## src/rtl/fir_tap_scheduler_pkg.sv

```systemverilog
// Shared widths, FSM state encoding and counter sizing for the time-multiplexed FIR.
package fir_pkg;

  localparam int N_TAPS     = 5;
  localparam int BW_in      = 6;
  localparam int BW_product = 2 * BW_in;
  localparam int BW_sum     = 14;
  localparam int BW_out     = 8;
  localparam int CNT_W      = $clog2(N_TAPS + 1);

  localparam logic [CNT_W-1:0] CNT_LAST = CNT_W'(N_TAPS - 1);

  typedef enum logic [1:0] {
    S_LOAD = 2'd0,
    S_IDLE = 2'd1,
    S_MAC  = 2'd2
  } state_t;

endpackage

```

## src/rtl/fir_tap_scheduler_if.sv

```systemverilog
// Coefficient, sample and output handshake bundle between the pin mux and the FIR sequencer.
interface fir_tap_scheduler_if;
  import fir_pkg::*;

  logic                     coef_valid;
  logic signed [BW_in-1:0]  coef_data;
  logic                     coef_ready;
  logic                     sample_valid;
  logic signed [BW_in-1:0]  sample_data;
  logic                     sample_ready;
  logic                     y_valid;
  logic        [BW_out-1:0] y_data;

  modport master (
    output coef_valid, coef_data, sample_valid, sample_data,
    input  coef_ready, sample_ready, y_valid, y_data
  );

  modport slave (
    input  coef_valid, coef_data, sample_valid, sample_data,
    output coef_ready, sample_ready, y_valid, y_data
  );

endinterface

```

## src/rtl/fir_tap_scheduler_mac.sv

```systemverilog
// Shared multiply-accumulate: signed BW_in x BW_in product added into a wrapping BW_sum accumulator.
module fir_mac
  import fir_pkg::*;
(
  input  logic                     clk,
  input  logic                     reset_n,
  input  logic                     i_clr,
  input  logic                     i_en,
  input  logic signed [BW_in-1:0]  i_x,
  input  logic signed [BW_in-1:0]  i_c,
  output logic signed [BW_sum-1:0] o_sum
);

  logic signed [BW_product-1:0] w_prod;
  logic signed [BW_sum-1:0]     w_prod_ext;
  logic signed [BW_sum-1:0]     r_acc;

  assign w_prod     = i_x * i_c;
  assign w_prod_ext = {{(BW_sum - BW_product){w_prod[BW_product-1]}}, w_prod};
  // o_sum is the value the accumulator takes on this edge; the last tap reads it directly
  assign o_sum      = r_acc + w_prod_ext;

  always_ff @(posedge clk or negedge reset_n) begin
    if (!reset_n) begin
      r_acc <= '0;
    end else if (i_clr) begin
      r_acc <= '0;
    end else if (i_en) begin
      r_acc <= o_sum;
    end
  end

endmodule

```

## src/rtl/fir_tap_scheduler.sv

```systemverilog
// Single-multiplier FIR sequencer: coefficient/sample register files, tap mux and control FSM.
// Build option FIR_OUT_SAT_EN: saturate the output word instead of truncating it.
//
// state | meaning
// ------+-----------------------------------------------------------
// LOAD  | shifting in coefficients until N_TAPS have been written
// IDLE  | waiting for a sample; a coefficient write restarts loading
// MAC   | one tap per cycle through the shared multiplier
module fir_tap_scheduler
  import fir_pkg::*;
(
  input  logic             clk,
  input  logic             reset_n,
  fir_tap_scheduler_if.slave bus
);

  state_t r_state, w_state_nxt;

  logic [CNT_W-1:0]        r_coef_cnt;
  logic [CNT_W-1:0]        r_tap;
  logic signed [BW_in-1:0] r_coef [N_TAPS];
  logic signed [BW_in-1:0] r_x    [N_TAPS];
  logic [BW_out-1:0]       r_y_data;
  logic                    r_y_valid;

  logic w_coef_shift, w_coef_restart, w_x_shift, w_x_clr;
  logic w_mac_clr, w_mac_en, w_y_load;

  logic signed [BW_in-1:0]  w_x_tap, w_c_tap;
  logic signed [BW_sum-1:0] w_sum;
  logic [BW_out-1:0]        w_y_nxt;

  always_comb begin
    w_state_nxt    = r_state;
    w_coef_shift   = 1'b0;
    w_coef_restart = 1'b0;
    w_x_shift      = 1'b0;
    w_x_clr        = 1'b0;
    w_mac_clr      = 1'b0;
    w_mac_en       = 1'b0;
    w_y_load       = 1'b0;
    unique case (r_state)
      S_LOAD: begin
        if (bus.coef_valid) begin
          w_coef_shift = 1'b1;
          if (r_coef_cnt == CNT_LAST) w_state_nxt = S_IDLE;
        end
      end
      S_IDLE: begin
        // a coefficient write wins over a simultaneous sample
        if (bus.coef_valid) begin
          w_coef_shift   = 1'b1;
          w_coef_restart = 1'b1;
          w_x_clr        = 1'b1;
          w_state_nxt    = S_LOAD;
        end else if (bus.sample_valid) begin
          w_x_shift   = 1'b1;
          w_mac_clr   = 1'b1;
          w_state_nxt = S_MAC;
        end
      end
      S_MAC: begin
        w_mac_en = 1'b1;
        if (r_tap == CNT_LAST) begin
          w_y_load    = 1'b1;
          w_state_nxt = S_IDLE;
        end
      end
      default: w_state_nxt = S_LOAD;
    endcase
  end

  always_ff @(posedge clk or negedge reset_n) begin
    if (!reset_n) begin
      r_state    <= S_LOAD;
      r_coef_cnt <= '0;
      r_tap      <= '0;
    end else begin
      r_state <= w_state_nxt;
      if (w_coef_restart)    r_coef_cnt <= CNT_W'(1);
      else if (w_coef_shift) r_coef_cnt <= r_coef_cnt + 1'b1;
      if (w_mac_clr)         r_tap <= '0;
      else if (w_mac_en)     r_tap <= r_tap + 1'b1;
    end
  end

  always_ff @(posedge clk or negedge reset_n) begin
    if (!reset_n) begin
      for (int k = 0; k < N_TAPS; k++) begin
        r_coef[k] <= '0;
        r_x[k]    <= '0;
      end
    end else begin
      if (w_coef_shift) begin
        for (int k = N_TAPS - 1; k > 0; k--) r_coef[k] <= r_coef[k-1];
        r_coef[0] <= bus.coef_data;
      end
      if (w_x_clr) begin
        for (int k = 0; k < N_TAPS; k++) r_x[k] <= '0;
      end else if (w_x_shift) begin
        for (int k = N_TAPS - 1; k > 0; k--) r_x[k] <= r_x[k-1];
        r_x[0] <= bus.sample_data;
      end
    end
  end

  assign w_x_tap = r_x[r_tap];
  assign w_c_tap = r_coef[r_tap];

  fir_mac u_mac (
    .clk     (clk),
    .reset_n (reset_n),
    .i_clr   (w_mac_clr),
    .i_en    (w_mac_en),
    .i_x     (w_x_tap),
    .i_c     (w_c_tap),
    .o_sum   (w_sum)
  );

`ifdef FIR_OUT_SAT_EN
  localparam logic signed [BW_sum-1:0] SUM_MAX = BW_sum'(2**(BW_out-1) - 1);
  localparam logic signed [BW_sum-1:0] SUM_MIN = BW_sum'(-(2**(BW_out-1)));

  always_comb begin
    w_y_nxt = w_sum[BW_out-1:0];
    if (w_sum > SUM_MAX)      w_y_nxt = {1'b0, {(BW_out-1){1'b1}}};
    else if (w_sum < SUM_MIN) w_y_nxt = {1'b1, {(BW_out-1){1'b0}}};
  end
`else
  logic w_unused_sum_msb;
  assign w_y_nxt          = w_sum[BW_out-1:0];
  assign w_unused_sum_msb = ^w_sum[BW_sum-1:BW_out];
`endif

  always_ff @(posedge clk or negedge reset_n) begin
    if (!reset_n) begin
      r_y_valid <= 1'b0;
      r_y_data  <= '0;
    end else begin
      r_y_valid <= w_y_load;
      if (w_y_load) r_y_data <= w_y_nxt;
    end
  end

  assign bus.coef_ready   = (r_state == S_LOAD) || (r_state == S_IDLE);
  assign bus.sample_ready = (r_state == S_IDLE);
  assign bus.y_valid      = r_y_valid;
  assign bus.y_data       = r_y_data;

endmodule

```

## src/flat_wrapper.sv

```systemverilog
// flat-port wrapper written by rule: the top's interface ports become plain ports
module fir_tap_scheduler_flat import fir_pkg::*;
  (clk, reset_n, bus_coef_valid, bus_coef_data, bus_sample_valid, bus_sample_data, bus_coef_ready, bus_sample_ready, bus_y_valid, bus_y_data);
  fir_tap_scheduler_if bus_i ();
  input  logic clk;
  input  logic reset_n;
  input wire logic [$bits(bus_i.coef_valid)-1:0] bus_coef_valid;
  input wire logic [$bits(bus_i.coef_data)-1:0] bus_coef_data;
  input wire logic [$bits(bus_i.sample_valid)-1:0] bus_sample_valid;
  input wire logic [$bits(bus_i.sample_data)-1:0] bus_sample_data;
  output wire logic [$bits(bus_i.coef_ready)-1:0] bus_coef_ready;
  output wire logic [$bits(bus_i.sample_ready)-1:0] bus_sample_ready;
  output wire logic [$bits(bus_i.y_valid)-1:0] bus_y_valid;
  output wire logic [$bits(bus_i.y_data)-1:0] bus_y_data;
  assign bus_i.coef_valid = bus_coef_valid;
  assign bus_i.coef_data = bus_coef_data;
  assign bus_i.sample_valid = bus_sample_valid;
  assign bus_i.sample_data = bus_sample_data;
  assign bus_coef_ready = bus_i.coef_ready;
  assign bus_sample_ready = bus_i.sample_ready;
  assign bus_y_valid = bus_i.y_valid;
  assign bus_y_data = bus_i.y_data;
  fir_tap_scheduler u_core (.clk(clk), .reset_n(reset_n), .bus(bus_i));
endmodule
```

## config.mk

```make
export PLATFORM = sky130hd
export DESIGN_NAME = fir_tap_scheduler_flat
export DESIGN_NICKNAME = d
export VERILOG_FILES = /design/src/rtl/fir_tap_scheduler_pkg.sv /design/src/rtl/fir_tap_scheduler_if.sv /design/src/rtl/fir_tap_scheduler_mac.sv /design/src/rtl/fir_tap_scheduler.sv /design/src/flat_wrapper.sv
export SDC_FILE = /design/constraint.sdc
export NUM_CORES = 1
export LEC_CHECK = 0
export BUFFER_PORTS_ARGS = -buffer_cell sky130_fd_sc_hd__buf_2
export CELL_PAD_IN_SITES_DETAIL_PLACEMENT = 1
export CELL_PAD_IN_SITES_GLOBAL_PLACEMENT = 1
export CORE_UTILIZATION = 46
export CTS_CLUSTER_DIAMETER = 120
export CTS_CLUSTER_SIZE = 30
export DETAILED_ROUTE_END_ITERATION = 12
export HOLD_SLACK_MARGIN = 0.06
export PLACE_DENSITY = 0.78
export SYNTH_ARGS = -nofsm -noshare
export SYNTH_HDL_FRONTEND = slang
export SYNTH_HIERARCHICAL = 1
export SYNTH_SLANG_ARGS = --single-unit
export TNS_END_PERCENT = 10
```

## constraint.sdc

```tcl
create_clock -name clk -period 5.2 [get_ports clk]
set_input_delay 0.26 -clock clk [delete_from_list [all_inputs] [get_ports clk]]
set_output_delay 0.26 -clock clk [all_outputs]
set_load 0.01 [all_outputs]
```

Yosys cells after proc, flatten, opt, wreduce, memory -nomap -nowiden
Cells that the tools add are included.
{"block": "totals", "reg_bits": 91, "out_inout_bits": 11, "wordCells": 66}
{"block": "op_classes", "addsub": 3, "multipliers": 1, "order_cmp": 1, "eq_ne": 8, "n_mux": 29, "bitwise": 1, "n_reduce_logical": 7}
{"op": "$mux W30", "n": 2}
{"op": "$bmux W6 S3", "n": 2}
{"op": "$mux W14", "n": 2}
{"op": "$mux W6", "n": 4}
{"op": "$add A14 B12 Y14", "n": 1}
{"op": "$mul A6 B6 Y12", "n": 1}
{"op": "$mux W3", "n": 4}
{"op": "$mux W2", "n": 5}
{"op": "$mux W1", "n": 9}
{"op": "$add A3 B1 Y3 const B", "n": 2}
{"op": "$eq A3 B3 Y1 const B", "n": 2}
{"op": "$pmux W2 S3", "n": 1}
{"op": "$reduce_bool A2 Y1", "n": 3}
{"op": "$ge A4 B4 Y1 const B", "n": 1}
{"op": "$ne A2 B1 Y1 const B", "n": 2}
{"op": "$not A3 Y4", "n": 1}
{"op": "$reduce_and A4 Y1", "n": 1}
{"op": "$ne A3 B3 Y1 const B", "n": 1}
{"op": "$eq A2 B1 Y1 const B", "n": 1}
{"op": "$eq A2 B2 Y1 const B", "n": 1}
{"op": "$logic_not A2 Y1", "n": 1}
{"op": "$ne A2 B2 Y1 const B", "n": 1}
{"op": "$reduce_or A2 Y1", "n": 1}
{"op": "$logic_or A1 B1 Y1", "n": 1}

Logic depth before layout (Yosys ltp)
Gate-level depths: netlist of the first run.
{"block": "depth", "ltp_word": 8, "mapped_depth": 21, "ltp_nobuf": 19}

Modules after synthesis
The synthesis of the first run kept the hierarchy.
{"module": "fir_tap_scheduler", "instances": 1, "cells_each": 252, "area_per_inst_um2": 3479.6, "seq_area_each_um2": 1926.8}
{"module": "fir_mac", "instances": 1, "cells_each": 299, "area_per_inst_um2": 2663.8, "seq_area_each_um2": 350.3}

Worst setup path before layout of the first run
Ideal clock, no wire load.
{"block": "synth_path", "kind": "reg-to-reg", "from": "reg u_core.r_tap[2]", "to": "reg u_core.u_mac.r_acc[12]", "t_arrival_ns": 5.130, "required_time_ns": 5.096, "path_slack_ns": -0.034, "stages_incl_launch_ff": 22, "period_less_slack_ns": 5.234, "cell_sequence": "dfrtp_1 > buf_2 > buf_6 > mux2_1 > a221o_1 > and2_1 > fa_1 > inv_1 > fa_1 > inv_1 > fa_1 > inv_1 > fa_1 > inv_1 > ha_1 > buf_2 > a21o_1 > a21o_1 > a21oi_1 > and4b_1 > o21ai_0 > o311ai_1"}
{"block": "synth_between", "elab_chain_cells": 8, "elab_cells_between_ends": 11}
{"item": "start, declared", "line": "fir_tap_scheduler.sv:20", "source": "logic [CNT_W-1:0] r_tap;"}
{"item": "start signal, assigned", "line": "fir_tap_scheduler.sv:83", "source": "else if (w_mac_en) r_tap <= r_tap + 1'b1;"}
{"item": "$not A3 Y4 (not written as such)", "line": "fir_tap_scheduler.sv:108", "source": "assign w_c_tap = r_coef[r_tap];"}
{"item": "$bmux W6 S3", "line": "fir_tap_scheduler.sv:108"}
{"item": "$mux W6 (not written as such) (2 in series)", "line": "fir_tap_scheduler.sv:108"}
{"item": "net u_core.w_c_tap[2]", "line": "fir_tap_scheduler.sv:29", "source": "logic signed [BW_in-1:0] w_x_tap, w_c_tap;"}
{"item": "$mul A6 B6 Y12", "line": "fir_tap_scheduler_mac.sv:18", "source": "assign w_prod = i_x * i_c;"}
{"item": "$add A14 B12 Y14", "line": "fir_tap_scheduler_mac.sv:21", "source": "assign o_sum = r_acc + w_prod_ext;"}
{"item": "$mux W14", "line": "fir_tap_scheduler_mac.sv:28", "source": "end else if (i_en) begin"}
{"item": "$mux W14", "line": "fir_tap_scheduler_mac.sv:26", "source": "end else if (i_clr) begin"}
{"item": "end signal, assigned", "line": "fir_tap_scheduler_mac.sv:29", "source": "r_acc <= o_sum;"}
{"item": "end, declared", "line": "fir_tap_scheduler_mac.sv:16", "source": "logic signed [BW_sum-1:0] r_acc;"}
The timed path passes the listed nets, and every way through them passes these cells. The select of a mux whose other input is x is not followed.
A chain may end at the register's enable or synchronous reset.

Worst setup path in the final report of the first run
{"block": "layout_path", "from": "reg u_core.r_tap[2]", "to": "reg u_core.r_y_data[7] (netlist: u_core/bus.y_data[7])"}
{"block": "layout_between", "elab_chain_cells": 6, "elab_cells_between_ends": 12}
{"item": "$not A3 Y4 (not written as such)", "line": "fir_tap_scheduler.sv:107", "source": "assign w_x_tap = r_x[r_tap];"}
{"item": "$bmux W6 S3", "line": "fir_tap_scheduler.sv:107"}
{"item": "$mux W6 (not written as such) (2 in series)", "line": "fir_tap_scheduler.sv:107"}
{"item": "net u_core.w_x_tap[2]", "line": "fir_tap_scheduler.sv:29"}
{"item": "$mul A6 B6 Y12", "line": "fir_tap_scheduler_mac.sv:18"}
{"item": "$add A14 B12 Y14", "line": "fir_tap_scheduler_mac.sv:21"}
{"item": "net u_core.w_sum[7]", "line": "fir_tap_scheduler.sv:30", "source": "logic signed [BW_sum-1:0] w_sum;"}
{"item": "end signal, assigned", "line": "fir_tap_scheduler.sv:141", "source": "if (w_y_load) r_y_data <= w_y_nxt;"}
{"item": "end, declared", "line": "fir_tap_scheduler.sv:23", "source": "logic [BW_out-1:0] r_y_data;"}
The timed path passes the listed nets, and every way through them passes these cells. The select of a mux whose other input is x is not followed.

==> results of run 1 <==
## final cells by class
class | count | area share (%)
clock buffers | 10 | 2.319
clock inverters | 5 | 1.523
inverters | 55 | 3.752
multi-input cells | 256 | 45.27
flip-flops and latches | 85 | 38.70
well taps | 136 | 3.092
repair buffers | 45 | 5.343
## timing repair
item | in CTS | in global routing
hold buffers | 1 | 0
buffers inserted | 0 | 3
endpoints found under the setup margin | 0 | 2
hold endpoints to repair | 22 | 0
gates resized for setup | 0 | 6
## worst paths after layout
check                      cells after the start                           endpoint  slack [ps]                             start
hold reg to reg                                1   u_core/r_coef_cnt[0]$_DFFE_PN0P_         510  u_core/r_coef_cnt[0]$_DFFE_PN0P_
min in group asynchronous                      2  u_core/u_mac/r_acc[0]$_DFFE_PN0P_         320                           reset_n
hold / removal                                 2         u_core/r_x[29]$_DFFE_PN0P_         120                bus_sample_data[5]
max in group asynchronous                      3        u_core/r_tap[1]$_DFFE_PN0P_        3760                           reset_n
setup / recovery                              17   u_core/bus.y_data[7]$_DFFE_PN0P_         280       u_core/r_tap[2]$_DFFE_PN0P_
setup reg to reg                              17   u_core/bus.y_data[7]$_DFFE_PN0P_         280       u_core/r_tap[2]$_DFFE_PN0P_
## registers in the layout, indices dropped and copies added (netlist names)
name	count
u_core/r_tap	3
u_core/r_x	30
u_core/u_mac/r_acc	8
u_core/r_coef_cnt	3
u_core/r_state	2
u_core/r_coef	30
u_core/bus.y_valid	1
u_core/bus.y_data	8
## routing by layer
metal,vias to the layer above,track usage [%],wire [um]
met3,11,3.525,260
li1,1466,-,-
met4,0,6.052,159
met1,1645,24.63,4531
met2,41,39.08,5811
met5,-,0,0
## metrics by stage
stage	power, mW	setup WS, ps	instances
3_3_place_gp	2.841	344.3	573
6_report	3.507	275.5	592
4_1_cts	3.525	190.6	589
5_1_grt	3.842	0.6724	592
3_5_place_dp	2.979	213.1	573
2_1_floorplan	2.457	418.3	418
## critical path: stages (launching register included)
cell and delay [ps]:
dfrtp_2 440, buf_12 170, mux2_2 340, a221o_1 410, nand2_1 110, fa_1 440, fa_1 550, inv_1 50
fa_1 520, inv_1 50, fa_1 520, inv_1 40, ha_1 340, a21oi_1 160, nor2b_1 70, nor3_1 210
xnor2_1 120, mux2_4 270
## power groups by stage
stage               logic (mW)  clock network (mW)  registers [mW]
global placement          1.71                   0            1.13
finish                    1.85               0.521            1.14
global route              2.11               0.556            1.17
detailed placement        1.83                   0            1.15
floorplan                 1.39                   0            1.06
CTS                       1.85               0.538            1.14
==> flow_summary.yaml, run 1 <==
run_status:
  status: "finished clean"
sta:
  fmax_mhz: 203.1
  final-max-slew-violation-count: 0
  min_period_ps: 4924
  setup_viol: 0
  hold_slack_ps: 119.9
  grt_setup_unrepaired: "no"
  finalHoldViolations: 0
  maxSlewHeadroom_pct: 14.87
  finalClockSkew_ps: 9.701
  fin_crit_sh_pct: 94.70
  setup-tns-final_ps: 0
  worstMarginPinSlew_ps: 1277
pwr:
  irDropWorstVdd_v: 0.0002824
  netSwitchingFraction_pct: 41.33
  pwr-share-seq_pct: 32.5
  comb_power_share_pct: 52.7
  p_per_area_nw_per_um2: 637.3
  switchingPower_mw: 1.449
  p_leak_nw: 2.723
  power.share.clock_pct: 14.9
  p_int_mw: 2.057
clocking:
  cts_buffers: 9
  clk_path_buf_depth: 2
  tritoncts: "yes"
  insertion_delay_ps: 360
  cts_max_level: 3
  clk_pin_slew_worst_paths_ps: 90
  cts_sinks: 85
  cts-root-buf: "clkbuf_8"
detailed_routing:
  drt_iter0_drc: 114
  drt_wl_total_um: 10760
  first_pass_iters: 4
  drc_errors: 0
  viasPerCell: 5.343
  ant_nets: 0
  vias: 3163
  detail_route.wl_per_cell_um: 18.18
finish:
  layout.nets: 516
  fin_util_pct: 53.06
  layout_commonest_cell: "dfrtp_1"
  layout-drive-gt1-share_pct: 24.78
  multiInputGateArea_sq_um: 2491
  areaGrowthSynthToFinish_pct: 11.14
  diodes: 0
  fillers: 1099
  fin_area_sq_um: 5503
  regArea_sq_um: 2130
  layout_common_cells: "83 x dfrtp_1, 54 x inv_1, 37 x mux2_2, 30 x a22o_1, 27 x nor2_1"
logic_synthesis:
  synth_nets: 482
  ys_warn_count: 6
  avgSynthCellArea_sq_um: 11.84
  syn-instance-count: 418
  syn_area_sq_um: 4951
setup_path:
  required_ps: 5450
  cp.arrival_ps: 5180
  critPathMaxFanout: 13
  cp-start-kind: "flop"
  worst_setup_path_end_kind: "flop"
  worstSetupPathType: "reg -> reg"
die:
  die_h_um: 105.7
  placementRows: 37
  dieArea_sq_um: 11180
  initial_core_util_pct: 47.74
  boundaryPins: 27
  core_area_sq_um: 10370
  die_w_um: 105.7
grt:
  grt_pass1_wl_um: 17910
  grt_start_max_net_pins: 64
  grt_antenna_before_repair: 0
  grt_remaining_overflow: 0
  grt_pass1_vias: 3566
  grt.total_usage_pct: 21.00
placement:
  numPortBuffers: 26
  placed_area_sq_um: 5236
  place_congestion: 0.7796
  dpl.hpwl_um: 7635
job:
  maxCapViolCount: 0
hold_path:
  hold_class: "in -> reg"
Power figures use the tool's default switching activity.
==> run 2, diff against run 1 <==
--- a/config.mk
+++ b/config.mk
@@ -8,12 +8,12 @@
 export BUFFER_PORTS_ARGS = -buffer_cell sky130_fd_sc_hd__buf_2
 export CELL_PAD_IN_SITES_DETAIL_PLACEMENT = 1
 export CELL_PAD_IN_SITES_GLOBAL_PLACEMENT = 1
-export CORE_UTILIZATION = 46
+export CORE_UTILIZATION = 50
 export CTS_CLUSTER_DIAMETER = 120
 export CTS_CLUSTER_SIZE = 30
 export DETAILED_ROUTE_END_ITERATION = 12
 export HOLD_SLACK_MARGIN = 0.06
-export PLACE_DENSITY = 0.78
+export PLACE_DENSITY = 0.81
 export SYNTH_ARGS = -nofsm -noshare
 export SYNTH_HDL_FRONTEND = slang
 export SYNTH_HIERARCHICAL = 1
==> constraint.sdc (replaced) <==
create_clock -name clk -period 6.1 [get_ports clk]
set_input_delay 0.305 -clock clk [delete_from_list [all_inputs] [get_ports clk]]
set_output_delay 0.305 -clock clk [all_outputs]
set_load 0.01 [all_outputs]
==> run 2 against run 1 <==
Hold slack improved by 44 ps. Sequential share of layout area rose by 1.2 points. Maximum frequency down 8.6%. Non-clock buffer count decreased by 11. Routed wire length shrank 8.5%. Via count is 2.2% lower. Sequential power is 15% lower. Clock power down 32%. Critical path type unchanged.
==> flow_summary.yaml, run 2 (synthesized netlist as in run 1, its figures left out) <==
die:
  die_w_um: 101.5
  dieArea_sq_um: 10300
  boundaryPins: 27
  die_h_um: 101.5
  placementRows: 35
  core_area_sq_um: 9415
  initial_core_util_pct: 52.58
setup_path:
  path_delay_family: "adder cells"
  slowest_delay_ps: 640
  cpMaxStageDelayCell: "nor3_1"
  cp-start-kind: "flop"
  critical_path_cell_count: 17
  required_ps: 6340
  cp_common_cell: "fa_1"
  worst_setup_path_end_kind: "flop"
  worstSetupPathType: "reg -> reg"
  crit_chain: "nor3_1 -> buf_4 -> a221o_1 -> nand2_1 -> fa_1 -> fa_1 -> inv_1 -> fa_1 -> inv_1 -> fa_1 -> inv_1 -> ha_1 -> a21oi_1 -> nor2b_1 -> nor3_1 -> xnor2_1 -> mux2_4"
  ff2ff_setup_slack_ps: 710
  rr_startpoint: "u_core/r_tap[2]$_DFFE_PN0P_"
  cp.arrival_ps: 5630
  rr_endpoint: "u_core/bus.y_data[7]$_DFFE_PN0P_"
  path_buf_inv: 4
  rr_worst_depth: 17
  critPathMaxFanout: 11
placement:
  dpl.hpwl_um: 7213
  numPortBuffers: 26
  place_ws_ps: 738.5
  place_congestion: 0.8405
  placedCellCount: 558
finish:
  reg_top3: "u_core/r_coef (30), u_core/r_x (30)"
  fin_cells: 575
  layout_common_cells: "85 x dfrtp_1, 54 x inv_1, 37 x mux2_2, 30 x a22o_1, 27 x nor2_1"
  layout.nets: 505
  layout-drive-gt1-share_pct: 21.75
  areaGrowthSynthToFinish_pct: 7.708
  diodes: 0
  layout_commonest_cell: "dfrtp_1"
clocking:
  cts_sinks: 85
  insertion_delay_ps: 360
  clk_pin_slew_worst_paths_ps: 90
  cts_setup_buffers: 0
  clk_path_buf_depth: 2
  cts_buffers: 9
  cts_max_level: 3
  cts-root-buf: "clkbuf_8"
  tritoncts: "yes"
sta:
  finalClockSkew_ps: 11.19
  min_period_ps: 5389
  final-max-slew-violation-count: 0
  setup-tns-final_ps: 0
  grt_setup_unrepaired: "no"
  fmax_mhz: 185.6
  worst_slack_ps: 711.4
  hold_slack_ps: 164.3
  maxSlewHeadroom_pct: 18.70
  setup_viol: 0
  worstMarginPinSlew_ps: 1219
  finalHoldViolations: 0
  fin_crit_sh_pct: 88.34
pwr:
  p_per_area_nw_per_um2: 520.9
  p_leak_nw: 2.644
  total_power_mw: 2.778
  irDropWorstVdd_v: 0.0002443
detailed_routing:
  drt_iter0_drc: 124
  detail_route.wl_per_cell_um: 17.13
  ant_nets: 0
  viasPerCell: 5.381
  first_pass_iters: 4
  drc_errors: 0
  vias: 3094
  drt_wl_total_um: 9850
grt:
  grt_start_max_net_pins: 53
  grt_remaining_overflow: 0
  grt_pass1_wl_um: 17070
  grt.total_usage_pct: 21.94
  grt_antenna_before_repair: 0
  grt_pass1_vias: 3377
hold_path:
  hold_class: "in -> reg"
  hold_end: "u_core/r_x[28]$_DFFE_PN0P_"
  hp-start: "bus_sample_data[4]"
  hold_depth: 2
run_status:
  status: "finished clean"
job:
  maxCapViolCount: 0
run 2: where the power goes:
part	internal, mW	switching [mW]	total (mW)
logic	0.681	0.779	1.46
clock network	0.149	0.204	0.353
registers	0.777	0.188	0.965
total	1.61	1.17	2.78
run 2: repair_timing:
item	CTS	global route
hold endpoints to repair	33	0
resized for setup	0	0
hold buffers	1	0
run 2: worst max-delay path by stage:
stage,from,to,slack (ps)
2_1_floorplan,u_core/r_tap[0]$_DFFE_PN0P_,u_core/bus.y_data[7]$_DFFE_PN0P_,1320
3_3_place_gp,u_core/r_tap[2]$_DFFE_PN0P_,u_core/bus.y_data[7]$_DFFE_PN0P_,960
3_5_place_dp,u_core/r_tap[2]$_DFFE_PN0P_,u_core/bus.y_data[7]$_DFFE_PN0P_,740
4_1_cts,u_core/r_tap[2]$_DFFE_PN0P_,u_core/bus.y_data[7]$_DFFE_PN0P_,660
5_1_grt,u_core/r_tap[2]$_DFFE_PN0P_,u_core/bus.y_data[7]$_DFFE_PN0P_,370
6_report,u_core/r_tap[2]$_DFFE_PN0P_,u_core/bus.y_data[7]$_DFFE_PN0P_,710
run 2: final cells by class:
| type | instances | area [sq um] |
|---|---|---|
| tap | 129 | 161.4 |
| clock buffer | 11 | 131.4 |
| multi-input combinational | 256 | 2475 |
| inverter | 55 | 206.4 |
| fill | 1007 | 4083 |
| sequential | 85 | 2127 |
| clock inverter | 5 | 36.28 |
| timing repair buffer | 34 | 195.2 |
run 2: routing by layer:
layer,vias up,GRT usage [%],part of all wire (%)
met4,0,5.797,1.3
met2,40,38.05,51
li1,1445,-,-
met1,1599,28.31,45
met5,-,0,0
met3,10,4.003,2.7
run 2: metrics by stage:
stage	util [%]	cell area [sq um]
global route	56.64	5333
finish	56.64	5333
global placement	54.75	5155
floorplan	-	4951
detailed placement	54.75	5155
CTS	56.64	5333
run 2: worst reg2reg max path: cells and delay by family, from the launching register on:
kind | cells | cell delay (ps)
DFF | 1 | 540
and+or+nand+nor | 4 | 1090
AOI/OAI and AO/OA | 2 | 420
xor gates and xnor gates | 1 | 110
muxes | 1 | 270
adders and majority gates | 5 | 2410
buffers and inverters | 4 | 420
